===== src/rtl/iq_pkg.sv =====
// Shared definitions for the IQ FIFO read-side sequencer: state encoding,
// default widths and the minimum sample period.
package iq_pkg;

  localparam int RATE_W_DEF      = 16;
  localparam int LEVEL_W_DEF     = 13;
  localparam int START_LEVEL_DEF = 256;
  localparam int MIN_RATE        = 4;

  typedef enum logic [2:0] {
    S_IDLE  = 3'd0,
    S_FILL  = 3'd1,
    S_RD_I  = 3'd2,
    S_LAT_I = 3'd3,
    S_RD_Q  = 3'd4,
    S_LAT_Q = 3'd5,
    S_READY = 3'd6
  } iq_state_t;

  // Streaming states are the ones that own the tick counter.
  function automatic logic is_streaming(iq_state_t s);
    return (s != S_IDLE) && (s != S_FILL);
  endfunction

endpackage


===== src/rtl/iq_rate_tick.sv =====
// Sample-period tick generator: counts while run is high and pulses tick when
// the count reaches max(rate_div, MIN_RATE), then wraps to zero.
module iq_rate_tick
  import iq_pkg::*;
#(
  parameter int RATE_W = RATE_W_DEF
) (
  input  logic              clk,
  input  logic              rst,
  input  logic              run,
  input  logic [RATE_W-1:0] rate_div,
  output logic              tick
);

  logic [RATE_W-1:0] count_reg;
  logic [RATE_W-1:0] count_next;
  logic [RATE_W-1:0] limit;

  assign limit = (rate_div < RATE_W'(MIN_RATE)) ? RATE_W'(MIN_RATE) : rate_div;
  assign tick  = run && (count_reg == limit);

  // A limit lowered below the live count lets the counter roll over naturally.
  always_comb begin
    count_next = count_reg + 1'b1;
    if (!run || tick) begin
      count_next = '0;
    end
  end

  always_ff @(posedge clk) begin
    if (rst) begin
      count_reg <= '0;
    end else begin
      count_reg <= count_next;
    end
  end

endmodule


===== src/rtl/iq_fifo_scheduler.sv =====
// Read-side sequencer for the IQ sample FIFO: fetches I then Q bytes, stages
// the pair and presents it on each rate tick, handling priming and underflow.
module iq_fifo_scheduler
  import iq_pkg::*;
#(
  parameter int RATE_W      = RATE_W_DEF,
  parameter int LEVEL_W     = LEVEL_W_DEF,
  parameter int START_LEVEL = START_LEVEL_DEF
) (
  input  logic               clk,
  input  logic               rst,
  input  logic               enable,
  input  logic [RATE_W-1:0]  rate_div,
  input  logic [7:0]         fifo_q,
  input  logic               fifo_empty,
  input  logic [LEVEL_W-1:0] fifo_used,
  output logic               fifo_rd,
  output logic [7:0]         iq_i,
  output logic [7:0]         iq_q,
  output logic               iq_valid,
  output logic               running,
  output logic               underflow,
  output logic [7:0]         underflow_cnt
);

  iq_state_t  state_reg, state_next;
  logic       running_reg, running_next;
  logic [7:0] iq_i_reg, iq_i_next;
  logic [7:0] iq_q_reg, iq_q_next;
  logic       iq_valid_reg, iq_valid_next;
  logic       underflow_reg, underflow_next;
  logic [7:0] underflow_cnt_reg, underflow_cnt_next;
  logic [7:0] stage_i_reg, stage_i_next;
  logic [7:0] stage_q_reg, stage_q_next;
  logic       staged_reg, staged_next;
  logic       tick;

  iq_rate_tick #(
    .RATE_W(RATE_W)
  ) u_rate_tick (
    .clk     (clk),
    .rst     (rst),
    .run     (running_reg),
    .rate_div(rate_div),
    .tick    (tick)
  );

  always_ff @(posedge clk) begin
    if (rst) begin
      state_reg         <= S_IDLE;
      running_reg       <= 1'b0;
      iq_i_reg          <= 8'd0;
      iq_q_reg          <= 8'd0;
      iq_valid_reg      <= 1'b0;
      underflow_reg     <= 1'b0;
      underflow_cnt_reg <= 8'd0;
      stage_i_reg       <= 8'd0;
      stage_q_reg       <= 8'd0;
      staged_reg        <= 1'b0;
    end else begin
      state_reg         <= state_next;
      running_reg       <= running_next;
      iq_i_reg          <= iq_i_next;
      iq_q_reg          <= iq_q_next;
      iq_valid_reg      <= iq_valid_next;
      underflow_reg     <= underflow_next;
      underflow_cnt_reg <= underflow_cnt_next;
      stage_i_reg       <= stage_i_next;
      stage_q_reg       <= stage_q_next;
      staged_reg        <= staged_next;
    end
  end

  always_comb begin
    state_next         = state_reg;
    running_next       = running_reg;
    iq_i_next          = iq_i_reg;
    iq_q_next          = iq_q_reg;
    iq_valid_next      = 1'b0;
    underflow_next     = 1'b0;
    underflow_cnt_next = underflow_cnt_reg;
    stage_i_next       = stage_i_reg;
    stage_q_next       = stage_q_reg;
    staged_next        = staged_reg;
    fifo_rd            = 1'b0;

    case (state_reg)
      S_IDLE: begin
        if (enable) begin
          state_next = S_FILL;
        end
      end
      S_FILL: begin
        if (fifo_used >= LEVEL_W'(START_LEVEL)) begin
          state_next   = S_RD_I;
          running_next = 1'b1;
        end
      end
      S_RD_I: begin
        if (!enable) begin
          state_next = S_IDLE;
        end else if (!fifo_empty) begin
          fifo_rd    = 1'b1;
          state_next = S_LAT_I;
        end
      end
      S_LAT_I: begin
        stage_i_next = fifo_q;
        state_next   = S_RD_Q;
      end
      // enable is deliberately not looked at until the Q byte is in hand.
      S_RD_Q: begin
        if (!fifo_empty) begin
          fifo_rd    = 1'b1;
          state_next = S_LAT_Q;
        end
      end
      S_LAT_Q: begin
        stage_q_next = fifo_q;
        staged_next  = 1'b1;
        state_next   = S_READY;
      end
      S_READY: begin
        if (!enable) begin
          state_next = S_IDLE;
        end else if (tick && staged_reg) begin
          iq_i_next     = stage_i_reg;
          iq_q_next     = stage_q_reg;
          iq_valid_next = 1'b1;
          staged_next   = 1'b0;
          state_next    = S_RD_I;
        end
      end
      default: begin
        state_next = S_IDLE;
      end
    endcase

    if (state_next == S_IDLE) begin
      running_next  = 1'b0;
      iq_i_next     = 8'd0;
      iq_q_next     = 8'd0;
      iq_valid_next = 1'b0;
      staged_next   = 1'b0;
    end else if (tick && is_streaming(state_reg) && !(state_reg == S_READY && staged_reg)) begin
      // Missed deadline: emit a zero sample but keep any half-fetched pair.
      iq_i_next      = 8'd0;
      iq_q_next      = 8'd0;
      iq_valid_next  = 1'b1;
      underflow_next = 1'b1;
      if (underflow_cnt_reg != 8'hFF) begin
        underflow_cnt_next = underflow_cnt_reg + 8'd1;
      end
      if (state_reg == S_RD_I && fifo_empty) begin
        state_next   = S_FILL;
        running_next = 1'b0;
      end
    end
  end

  assign iq_i          = iq_i_reg;
  assign iq_q          = iq_q_reg;
  assign iq_valid      = iq_valid_reg;
  assign running       = running_reg;
  assign underflow     = underflow_reg;
  assign underflow_cnt = underflow_cnt_reg;

endmodule


===== config.mk =====
export PLATFORM = sky130hd
export DESIGN_NAME = iq_fifo_scheduler
export DESIGN_NICKNAME = d
export VERILOG_FILES = /design/src/rtl/iq_pkg.sv /design/src/rtl/iq_rate_tick.sv /design/src/rtl/iq_fifo_scheduler.sv
export SDC_FILE = /design/constraint.sdc
export NUM_CORES = 1
export LEC_CHECK = 0
export CORE_AREA = 2 2 82 84
export CTS_CLUSTER_SIZE = 30
export DETAILED_ROUTE_END_ITERATION = 8
export DIE_AREA = 0 0 84 86
export PLACE_DENSITY = 0.8
export SYNTH_ARGS = -nofsm -noshare
export SYNTH_HDL_FRONTEND = slang
export SYNTH_SLANG_ARGS = --single-unit

===== constraint.sdc =====
create_clock -name clk -period 5.16 [get_ports clk]
set_input_delay 1.032 -clock clk [delete_from_list [all_inputs] [get_ports clk]]
set_output_delay 1.032 -clock clk [all_outputs]
set_load 0.05 [all_outputs]

Word level (Yosys, flattened, before mapping)
Index checks and enable logic that the tools add are counted.
{ "op_classes": {"n_addsub": 2, "n_eq_ne": 11, "order_cmp": 2, "mux": 27, "reduce_logical": 20, "n_bitwise": 1} }
{ "op_table": {"columns": ["cell", "count"], "rows": [
  ["3-bit 2-to-1 mux", 10],
  ["3-bit one-hot mux with 7 select lines", 1],
  ["16-bit by 1-bit adder with 16-bit output, second input constant", 1],
  ["16-bit equality test", 1],
  ["16-bit by 3-bit < comparator with 1-bit output, second input constant", 1],
  ["16-bit 2-to-1 mux", 1],
  ["13-bit by 9-bit >= comparator with 1-bit output, second input constant", 1],
  ["1-bit 2-to-1 mux", 13],
  ["3-bit equality test, second input constant", 3],
  ["3-bit AND reduction", 3],
  ["8-bit by 1-bit adder with 8-bit output, second input constant", 1],
  ["8-bit != test, second input constant", 1],
  ["1-bit logical AND", 7],
  ["3-bit by 2-bit equality test with 1-bit output, second input constant", 2],
  ["3-bit logical NOT", 2],
  ["2-bit != test, second input constant", 2],
  ["1-bit one-hot mux with 2 select lines", 2],
  ["2-bit OR reduction", 2],
  ["3-bit by 1-bit equality test with 1-bit output, second input constant", 1],
  ["3-bit by 1-bit != test with 1-bit output, second input constant", 1],
  ["3-bit nonzero test", 1],
  ["3-bit OR reduction", 1],
  ["1-bit logical NOT", 2],
  ["2-bit nonzero test", 1],
  ["other kinds (2)", 2]
]} }
{ "word_totals": {"register_bits": 63, "out_inout_bits": 28, "word_cells": 74, "inputBits": 41} }

Depth between registers and ports, before layout
{ "depth": {"depth_word": 11, "depth_mapped": 8, "ltp_nobuf": 7} }

By module
Synthesis repeated with hierarchy kept, for this count alone.
{ "hier_totals": {"hier_cells": 373, "area_unflattened_um2": 3054.2} }
{ "modules_own_cells": {"columns": ["module", "cells_each", "seq_area_each_um2", "area_each_um2", "n_inst"], "rows": [
  ["iq_fifo_scheduler", 244, 940.9, 2001.9, 1],
  ["iq_rate_tick", 129, 320.3, 1052.3, 1]
]} }

Least setup slack after synthesis
Ideal clock, no wire load.
{ "synth_path": {"path_type": "input to output", "from": "in enable", "to": "out fifo_rd", "t_arrival_ns": 2.343, "setup_slack_ns": 1.785, "required_time_ns": 4.128, "path_stages": 2, "n_path_buf": 0, "cell_sequence": "nand2_1 > a211oi_1"} }
{ "synth_between": {"elab_chain_cells": 2} }
{ "synth_lines": {"columns": ["item", "line_no", "rtl"], "rows": [
  ["start: declaration", "iq_fifo_scheduler.sv:12", "input logic enable,"],
  ["1-bit 2-to-1 mux", "iq_fifo_scheduler.sv:100", "if (!enable) begin"],
  ["1-bit one-hot mux with 2 select lines", "iq_fifo_scheduler.sv:87", "case (state_reg)"],
  ["end: declaration", "iq_fifo_scheduler.sv:17", "output logic fifo_rd,"]
]} }
Every way passes these cells.

Final worst setup path
Same ends and word-level chain as after synthesis.

==> impl_metrics.xml <==
<?xml version="1.0" encoding="UTF-8"?>
<metrics>
  <group name="cts">
    <metric name="cts_max_level" unit="">3</metric>
    <metric name="ctsHoldBuffers" unit="">0</metric>
    <metric name="cts.clk_slew.worst_paths" unit="ns">0.07</metric>
    <metric name="tritoncts" unit="">done</metric>
    <metric name="clock_tree.buffer_depth" unit="">2</metric>
    <metric name="post_cts_setup_buffers" unit="">0</metric>
    <metric name="tritoncts.num_buffers" unit="">9</metric>
    <metric name="clock-sinks" unit="">63</metric>
    <metric name="worst_skew_pair.late_latency" unit="ns">0.34</metric>
    <metric name="post_cts_resize_count" unit="">0</metric>
    <metric name="cts_root_buffer" unit="">sky130_fd_sc_hd__clkbuf_8</metric>
  </group>
  <group name="worst_hold_path">
    <metric name="hold_class" unit="">flip-flop to flip-flop</metric>
  </group>
  <group name="placement">
    <metric name="preCtsSetupSlack" unit="ns">1.25</metric>
    <metric name="dpl-instance-area" unit="sq um">3420</metric>
    <metric name="placement.io_buffers" unit="">60</metric>
    <metric name="gpl.final_weighted_congestion" unit="">0.929</metric>
    <metric name="hpwl" unit="um">4320</metric>
  </group>
  <group name="synthesis">
    <metric name="synth_cell_types" unit="">42</metric>
    <metric name="synth_seq_cells" unit="">63</metric>
    <metric name="ys.warnings.count" unit="">0</metric>
    <metric name="synth_cells" unit="">312</metric>
    <metric name="postSynth.topFlopCell" unit="">sky130_fd_sc_hd__dfxtp_1</metric>
    <metric name="synth.cell_area" unit="sq um">2780</metric>
    <metric name="seq_total_area_yosys" unit="%">45.4</metric>
    <metric name="syn_nets" unit="">355</metric>
    <metric name="synth_enable_flop_cells" unit="">0</metric>
    <metric name="synthArstFlopShare" unit="%">0</metric>
    <metric name="syn-mean-instance-area" unit="sq um">8.91</metric>
  </group>
  <group name="die">
    <metric name="die_x" unit="um">84</metric>
    <metric name="die_y" unit="um">86</metric>
    <metric name="initial_utilization" unit="%">44.3</metric>
    <metric name="num_rows" unit="">29</metric>
    <metric name="pin_count" unit="">69</metric>
    <metric name="core-area" unit="sq um">6280</metric>
    <metric name="fp.dieArea" unit="sq um">7220</metric>
  </group>
  <group name="worst_setup_path">
    <metric name="cp_data_arrival_time" unit="ns">2.88</metric>
    <metric name="startpoint_type" unit="">input port</metric>
    <metric name="crit_required" unit="ns">4.13</metric>
    <metric name="setup.worst_path.end_class" unit="">output port</metric>
    <metric name="crit_path_frequent_cell" unit="">sky130_fd_sc_hd__clkdlybuf4s50_1</metric>
    <metric name="peak_per_stage_delay_on_the_critical_path" unit="ns">0.88</metric>
    <metric name="critical_path_class" unit="">input port to output port</metric>
    <metric name="cell_chain_critical_path" unit="">clkdlybuf4s50_1, nand2_1, a211oi_1, clkdlybuf4s50_1</metric>
    <metric name="slowest_stage" unit="">sky130_fd_sc_hd__clkdlybuf4s50_1</metric>
    <metric name="critical_path.max_fanout" unit="">4</metric>
  </group>
  <group name="power_and_ir_drop">
    <metric name="switchingPower" unit="mW">0.221</metric>
    <metric name="portion_of_total_power_attributed_to_combinational_logic" unit="%">5.9</metric>
    <metric name="switching_share" unit="%">21.6</metric>
    <metric name="sequential_share_of_power" unit="%">48.1</metric>
    <metric name="power.clock.fraction" unit="%">46.0</metric>
    <metric name="intPower" unit="mW">0.804</metric>
    <metric name="vdd_ir_drop_max" unit="V">0.000148</metric>
    <metric name="power_density" unit="nW/um^2">281</metric>
    <metric name="leakage" unit="nW">1.39</metric>
  </group>
  <group name="grt">
    <metric name="grt_overflow_total" unit="">0</metric>
    <metric name="first_pass_grt_wire_length" unit="um">10100</metric>
    <metric name="track_usage" unit="%">17.2</metric>
    <metric name="antenna_violations_before_repair" unit="">0</metric>
    <metric name="first_global_vias" unit="">2252</metric>
    <metric name="grt_max_degree" unit="">30</metric>
  </group>
  <group name="timing">
    <metric name="finalMaxSlewViolations" unit="">0</metric>
    <metric name="skew" unit="ns">0.0118</metric>
    <metric name="setup-violations-final" unit="">0</metric>
    <metric name="tmin_final" unit="ns">3.91</metric>
    <metric name="timing.final.hold_violations" unit="">0</metric>
    <metric name="slew-limit-headroom" unit="%">37.5</metric>
    <metric name="setup-tns-final" unit="ns">0</metric>
    <metric name="fmaxAchievable" unit="MHz">256</metric>
    <metric name="grt_setup_unrepaired" unit="">no</metric>
    <metric name="fin_crit_sh" unit="%">75.7</metric>
    <metric name="finalWorstSetupSlack" unit="ns">1.25</metric>
    <metric name="worstMarginPinSlew" unit="ns">0.937</metric>
  </group>
  <group name="layout">
    <metric name="areaGrowthSynthToFinish" unit="%">31.1</metric>
    <metric name="final_layout_size_suffix_gt1_share" unit="%">7.22</metric>
    <metric name="num_antenna_cells" unit="">0</metric>
    <metric name="post-route-cell-area" unit="sq um">3640</metric>
    <metric name="final_net_count" unit="">413</metric>
    <metric name="largest_register_ffs" unit="">16</metric>
    <metric name="fillerInstances" unit="">560</metric>
  </group>
  <group name="drt">
    <metric name="route.detailed.wl_per_inst" unit="um">12.9</metric>
    <metric name="detail_route.iter0.violations" unit="">125</metric>
    <metric name="finalWirelength" unit="um">5830</metric>
    <metric name="post_drt_via_cell_ratio" unit="">5.18</metric>
    <metric name="detailroute.via_count" unit="">2334</metric>
    <metric name="detailed_routing_iteration_count_for_the_pre_antenna_repair_pass" unit="">4</metric>
    <metric name="ant_nets" unit="">0</metric>
    <metric name="drt_drc_violations_left" unit="">0</metric>
  </group>
  <group name="flow_run">
    <metric name="cap_viol_max_count" unit="">0</metric>
  </group>
  <group name="status">
    <metric name="status" unit="">finished clean</metric>
  </group>
</metrics>
-- synth_stat cells, types with 3 or more instances --
master / instances / area share, %
sky130_fd_sc_hd__dfxtp_1: 63 / 45
sky130_fd_sc_hd__nor2_1: 48 / 6.5
sky130_fd_sc_hd__mux2i_1: 26 / 9.4
sky130_fd_sc_hd__nand2_1: 22 / 3.0
sky130_fd_sc_hd__a21oi_1: 20 / 3.6
sky130_fd_sc_hd__xnor2_1: 20 / 6.3
sky130_fd_sc_hd__nand3_1: 14 / 2.5
sky130_fd_sc_hd__clkbuf_1: 9 / 1.2
sky130_fd_sc_hd__xor2_1: 9 / 2.8
sky130_fd_sc_hd__nand4_1: 8 / 1.8
sky130_fd_sc_hd__o21ai_0: 8 / 1.4
sky130_fd_sc_hd__and3_1: 6 / 1.4
sky130_fd_sc_hd__inv_1: 5 / 0.68
sky130_fd_sc_hd__nor2b_1: 5 / 1.1
sky130_fd_sc_hd__buf_2: 4 / 0.72
sky130_fd_sc_hd__nand2b_1: 4 / 0.90
sky130_fd_sc_hd__nor3_1: 4 / 0.72
sky130_fd_sc_hd__or3_2: 4 / 1.1
sky130_fd_sc_hd__nor4_1: 3 / 0.68
sky130_fd_sc_hd__or4_1: 3 / 0.81
-- final cells by class --
type	instances	area, sq um	share of cell area (%)
multi-input cells	229	1430	39.3
flip-flops and latches	63	1260	34.6
clock inverters	5	82.6	2.27
repair buffers	62	616	16.9
well taps	77	96.3	2.65
inverters	5	18.8	0.515
clock buffers	10	138	3.78
-- worst max-delay path: cells and delay by family --
kind,cells,cell delay (ns)
simple gates,1,0.06
buf+inv,2,1.41
compound gates,1,0.37
-- stage by stage --
step           total power [mW]  instances  hold slack, ns  utilization (%)
6_report                   1.02        451           0.456             58.0
3_5_place_dp              0.564        436           0.447             54.5
2_1_floorplan             0.528        312           0.436                -
4_1_cts                    1.03        451           0.456             58.0
5_1_grt                    1.06        451           0.479             58.0
3_3_place_gp              0.563        436           0.443             54.5
-- cells by family (layout without fill, tap and decap cells) --
| family | after synthesis | in the layout | share of synthesized area (%) |
|---|---|---|---|
| xor gates and xnor gates | 29 | 29 | 9.14 |
| adders and majority gates | 2 | 2 | 0.900 |
| AOI/OAI and AO/OA | 38 | 38 | 7.84 |
| muxes | 26 | 26 | 9.37 |
| and+or+nand+nor | 134 | 134 | 24.2 |
| DFF | 63 | 63 | 45.4 |
| buffers and inverters | 20 | 82 | 3.15 |
-- placed cells by master, fill, tap and decap left out, types with 5 or more instances in the layout --
| master | netlist | routed |
|---|---|---|
| sky130_fd_sc_hd__a21oi_1 | 20 | 20 |
| sky130_fd_sc_hd__and3_1 | 6 | 6 |
| sky130_fd_sc_hd__clkbuf_8 | 0 | 10 |
| sky130_fd_sc_hd__clkdlybuf4s50_1 | 0 | 60 |
| sky130_fd_sc_hd__dfxtp_1 | 63 | 63 |
| sky130_fd_sc_hd__inv_1 | 5 | 5 |
| sky130_fd_sc_hd__mux2i_1 | 26 | 26 |
| sky130_fd_sc_hd__nand2_1 | 22 | 22 |
| sky130_fd_sc_hd__nand3_1 | 14 | 14 |
| sky130_fd_sc_hd__nand4_1 | 8 | 8 |
| sky130_fd_sc_hd__nor2_1 | 48 | 48 |
| sky130_fd_sc_hd__nor2b_1 | 5 | 5 |
| sky130_fd_sc_hd__o21ai_0 | 8 | 8 |
| sky130_fd_sc_hd__xnor2_1 | 20 | 20 |
| sky130_fd_sc_hd__xor2_1 | 9 | 9 |
-- power groups by stage --
stage	Combinational (mW)	Clock [mW]	Sequential [mW]
6_report	0.0604	0.472	0.493
5_1_grt	0.0660	0.503	0.493
4_1_cts	0.0611	0.478	0.493
3_5_place_dp	0.0607	0	0.504
3_3_place_gp	0.0598	0	0.503
2_1_floorplan	0.0276	0	0.501
-- routing by layer --
| layer | track usage, % | up-vias | part of all wire (%) |
|---|---|---|---|
| li1 | - | 1196 | - |
| met1 | 20.2 | 1063 | 44 |
| met2 | 30.2 | 68 | 49 |
| met3 | 4.91 | 7 | 6.1 |
| met4 | 6.01 | 0 | 1.2 |
| met5 | 0 | - | 0 |
-- final timing paths --
check                                       startpoint                           to  slack, ns  depth (start not counted)
hold reg to reg            stage_i_reg[6]$_SDFFE_PP0P_  stage_i_reg[6]$_SDFFE_PP0P_       0.46                          2
hold / removal             stage_i_reg[6]$_SDFFE_PP0P_  stage_i_reg[6]$_SDFFE_PP0P_       0.46                          2
setup reg to reg  u_rate_tick.count_reg[10]$_SDFF_PP0_         iq_i[3]$_SDFFE_PP0P_       2.53                          6
setup / recovery                                enable                      fifo_rd       1.25                          4
Power figures use the tool's default switching activity.
==> RTL edit 1: new RTL, same flow settings <==
The package constant `RATE_W_DEF` goes from 16 to 20.
--- a/src/rtl/iq_pkg.sv
+++ b/src/rtl/iq_pkg.sv
@@ -2,7 +2,7 @@
 // default widths and the minimum sample period.
 package iq_pkg;
 
-  localparam int RATE_W_DEF      = 16;
+  localparam int RATE_W_DEF      = 20;
   localparam int LEVEL_W_DEF     = 13;
   localparam int START_LEVEL_DEF = 256;
   localparam int MIN_RATE        = 4;
Ports: changed (resized rate_div); port bits go from 69 to 73. The function was not compared with the original's and may differ.
==> RTL edit 1 against the original RTL <==
Routed wire length is 18% higher; cell area up 9.7%; non-clock buffer count is 5 higher; area after synthesis rose by 12%; critical path type unchanged; setup slack improved by 0.11 ns; clock power fell by 6.6%; sequential share of layout area down 1.1 points; total power increased by 1.2%; highest routed layer unchanged; sequential cell count increased by 4; count of clock-buffer cells in the layout rose by 1.
==> RTL edit 1: results (changes against the original RTL) <==
| Metric | Value |
|---|---|
| M1 WL | `3.19 mm (+25%)` |
| RR Endpoint | `underflow_cnt[6]` |
| Overall Global Routing Usage | `19.9% (+2.7 points)` |
| Largest net degree at the start of global routing | `34 (+13%)` |
| Max reg flops | `20 (+4)` |
| Run status | `complete, no violations` |
| Max-Slew Margin vs Limit | `45.5% (+8.0 points)` |
| Multi-In Gates | `268 (+17%)` |
| Placer Congestion | `0.842 (-9.3%)` |
| Data buffer area share | `16.6% (-0.30 points)` |
| Skew final | `0.00882 ns (-0.00297 ns)` |
| P_leak | `1.38 nW (-0.92%)` |
| Drt wl/cell | `13.6 µm (+5.3%)` |
| Clock buffers | `11 (+1)` |
| Met3 wire len | `360 µm (+1.1%)` |
| Reg area | `1340 µm² (+6.3%)` |
| Non-CTS inverters | `12 (+7)` |
| Bufs w/o clock | `67 (+8.1%)` |
| DP HPWL | `4.97 mm (+15%)` |
| Crit Reg-Reg Startpoint | `state_reg[0]` |
| Vias in the first global route | `2,585 (+15%)` |
| Critical Path AT | `2.77 ns (-0.11 ns)` |
| Port bufs | `64 (+6.7%)` |
| P_sw | `0.241 mW (+9.0%)` |
| Sequential share of the synthesized area | `43.1% (-2.3 points)` |
| Worst vdd ir | `0.210 mV (+42%)` |
| Layout cells sized above 1 | `6.51% (-0.71 points)` |
| First-pass GRT wire length | `11.6 mm (+15%)` |
| Via/cell ratio | `5.36 (+3.6%)` |
| Clock buf/inv share | `5.07% (-0.97 points)` |
| Nets | `472 (+14%)` |
| CTS Sinks | `67 (+6.3%)` |
| Fillers | `531 (-5.2%)` |
| Area contributors post-synth | `dfxtp_1 43%, xnor2_1 7.6%, nor2_1 6.3%` |
| Routed length on met2 | `3.26 mm (+14%)` |
| Count of different cell masters after synthesis | `46 (+9.5%)` |
| Mapped Nets | `412 (+16%)` |
| Drt initial violations | `123 (-1.6%)` |
| Most frequent cells after synthesis | `67 x dfxtp_1, 52 x nor2_1, 31 x nand2_1, 28 x nand3_1, 27 x xnor2_1` |
| Setup slack, reg-to-reg | `2.35 ns (-0.18 ns)` |
| Area of the multi-input gates | `1650 µm² (+15%)` |
| Comb pwr share | `7.0% (+1.1 points)` |
-- RTL edit 1: cells by family (layout without fill, tap and decap cells) --
logic type | Yosys count | in the layout | synth area share [%]
AO/OA/AOI/OAI | 48 | 48 | 9.33
XOR/XNOR | 36 | 36 | 10.1
adder cells (fa/ha/maj) | 2 | 2 | 0.804
buffers and inverters | 30 | 95 | 4.46
flip-flops | 67 | 67 | 43.1
multiplexers | 18 | 18 | 5.87
AND/OR/NAND/NOR | 164 | 164 | 26.3
-- RTL edit 1: through the flow --
stage	hold slack, ns	worst slack, ns	instance area [µm²]	instances	total power [mW]
global route	0.486	1.16	4000	507	1.08
detailed placement	0.447	1.36	3790	491	0.608
CTS	0.457	1.36	4000	507	1.05
finish	0.456	1.36	4000	507	1.04
floorplan	0.436	1.95	3110	365	0.567
global placement	0.445	1.35	3790	491	0.607
-- RTL edit 1: layer usage --
layer	track usage [%]	vias up
met5	0	-
met4	7.62	0
met3	5.77	8
met2	32.6	67
met1	24.9	1263
li1	-	1381
==> RTL edit 2: new RTL, same flow settings <==
Made on the original files. Register the output `underflow_cnt` once more, with the module's reset; this adds one clock of latency there. The other outputs are not delayed to match.
--- a/src/rtl/iq_fifo_scheduler.sv
+++ b/src/rtl/iq_fifo_scheduler.sv
@@ -163,7 +163,13 @@
   assign iq_valid      = iq_valid_reg;
   assign running       = running_reg;
   assign underflow     = underflow_reg;
-  assign underflow_cnt = underflow_cnt_reg;
+  always_ff @(posedge clk) begin
+    if (rst) begin
+      underflow_cnt <= '0;
+    end else begin
+      underflow_cnt <= underflow_cnt_reg;
+    end
+  end
 
 endmodule
 
Check against the original RTL: not equivalent (Yosys sat finds a counterexample within 10 cycles, from zero or initial values and one cycle with rst high).
==> RTL edit 2 against the original RTL <==
Cell area up 6.7%; setup slack better by 0.12 ns; routed wire length up 6.4%; total power up 9.8%; die area unchanged; sequential power up 13%; sequential cell count up 8; area after synthesis up 9.0%; critical endpoint unchanged; largest cell class unchanged.
==> RTL edit 2: results (changes against the original RTL) <==
| Metric | Value |
|---|---|
| Run status | `complete, no violations` |
| Placer Congestion | `0.784 (-16%)` |
| Drt initial violations | `110 (-12%)` |
| CP startpoint | `enable` |
| Skew final | `0.00938 ns (-0.00241 ns)` |
| Via count of the routed design | `2,469 (+5.8%)` |
| Ys Warns | `0 (unchanged)` |
| Latest clock arrival within the worst-skew pair | `0.34 ns (about the same)` |
| H-tree Lvls | `3 (unchanged)` |
| Layout cells sized above 1 | `6.82% (-0.40 points)` |
| Port bufs | `60 (unchanged)` |
| Root buffer cell | `clkbuf_8` |
| Antenna Diode Count | `0 (unchanged)` |
| Placed cell area | `3660 µm² (+7.0%)` |
| Clk slew on worst S/H paths | `approximately 0.08 ns` |
| Sequential share of the synthesized area | `46.9% (+1.5 points)` |
| DR pass1 iterations | `4 (unchanged)` |
| Area contributors post-synth | `dfxtp_1 47%, mux2i_1 8.3%, nor2_1 7.4%` |
| Hold Path Origin | `stage_i_reg[6]` |
| Overall Global Routing Usage | `17.5% (+0.32 points)` |
| Fillers | `526 (-6.1%)` |
| Crit-path slowest cell | `clkdlybuf4s50_1` |
| Post-cts resize count | `0 (unchanged)` |
| Max stage delay on crit path | `0.85 ns (-0.03 ns)` |
| Initial antenna violation count | `0 (unchanged)` |
| Critical Path AT | `2.75 ns (-0.13 ns)` |
| CP max FO | `4 (unchanged)` |
| Worst Hold Class | `reg -> reg` |
| Vias in the first global route | `2,296 (+2.0%)` |
| CTS buffer count | `9 (unchanged)` |
| P_leak | `1.50 nW (+8.3%)` |
| Detailed Route WL | `6.21 mm (+6.4%)` |
| Max-Slew Margin vs Limit | `36.2% (-1.3 points)` |
| First-pass GRT wire length | `10.3 mm (+1.8%)` |
| Final Slew Violations | `0 (unchanged)` |
| Post-synth ARST share | `0% (unchanged)` |
| DP HPWL | `4.54 mm (+5.0%)` |
| Maximum clock path buffer count | `2 (unchanged)` |
| Worst vdd ir | `0.147 mV (-0.92%)` |
| Most frequent cells after synthesis | `71 x dfxtp_1, 60 x nor2_1, 25 x mux2i_1, 25 x nand2_1, 23 x xnor2_1` |
| Count of different cell masters after synthesis | `42 (unchanged)` |
| Nets | `434 (+5.1%)` |
| Largest net degree at the start of global routing | `24 (-20%)` |
| Top_reg_cell synth | `dfxtp_1` |
| Crit Reg-Reg Startpoint | `u_rate_tick.count_reg[5]` |
| Mapped Nets | `375 (+5.6%)` |
| Post-CTS Setup Repair Bufs | `0 (unchanged)` |
| Synth top area share | `46.9% (+1.5 points)` |
==> RTL edit 2: through the flow <==
stage | setup slack, ns | total power [mW] | cells
after floorplan | 1.82 | 0.603 | 332
after global placement | 1.34 | 0.640 | 457
after detailed placement | 1.35 | 0.641 | 457
after CTS | 1.36 | 1.14 | 473
after global routing | 1.32 | 1.17 | 473
final | 1.37 | 1.13 | 473
==> RTL edit 2: worst register-to-register path, delay by kind of cell (launching register included) <==
family	cells	cell delay, ns
DFF	1	0.43
and+or+nand+nor	4	1.53
xor gates and xnor gates	1	0.15
muxes	1	0.33
==> RTL edit 2: area by class of cell <==
class / count / area, µm² / area share, %
Inverter: 5 / 18.8 / 0.483
Multi-Input combinational cell: 242 / 1510 / 38.8
Clock buffer: 9 / 124 / 3.19
Timing Repair Buffer: 62 / 616 / 15.8
Sequential cell: 71 / 1420 / 36.6
Tap cell: 77 / 96.3 / 2.48
Clock inverter: 7 / 103 / 2.64
==> RTL edit 2: kinds of logic (layout without fill, tap and decap cells) <==
| logic type | Yosys count | count (layout) | share of synthesized area, % |
|---|---|---|---|
| buffers and inverters | 19 | 83 | 3.26 |
| AO/OA/AOI/OAI | 27 | 27 | 5.49 |
| AND/OR/NAND/NOR | 153 | 153 | 24.8 |
| flip-flops | 71 | 71 | 46.9 |
| XOR/XNOR | 31 | 31 | 8.96 |
| multiplexers | 29 | 29 | 9.75 |
| adder cells (fa/ha/maj) | 2 | 2 | 0.826 |
==> RTL edit 2: per-layer routing <==
layer	vias up	GRT usage, %	wire, µm
li1	1245	-	-
met1	1152	21.1	2830
met2	66	30.0	2990
met3	6	5.39	322
met4	0	5.72	65
met5	-	0	0
==> RTL edit 2: report_power, final <==
group | internal, mW | leakage [nW] | switching (mW)
Sequential | 0.550 | 0.572 | 0.00659
Clock | 0.278 | 0.111 | 0.219
Combinational | 0.0373 | 0.821 | 0.0344
Total | 0.866 | 1.50 | 0.260
==> RTL edit 2: worst paths after layout <==
kind | end | slack, ns | cells past startpoint
min | stage_i_reg[6] | 0.46 | 2
max reg2reg | iq_q[6] | 2.60 | 6
min reg2reg | stage_i_reg[6] | 0.46 | 2
max | fifo_rd | 1.37 | 4
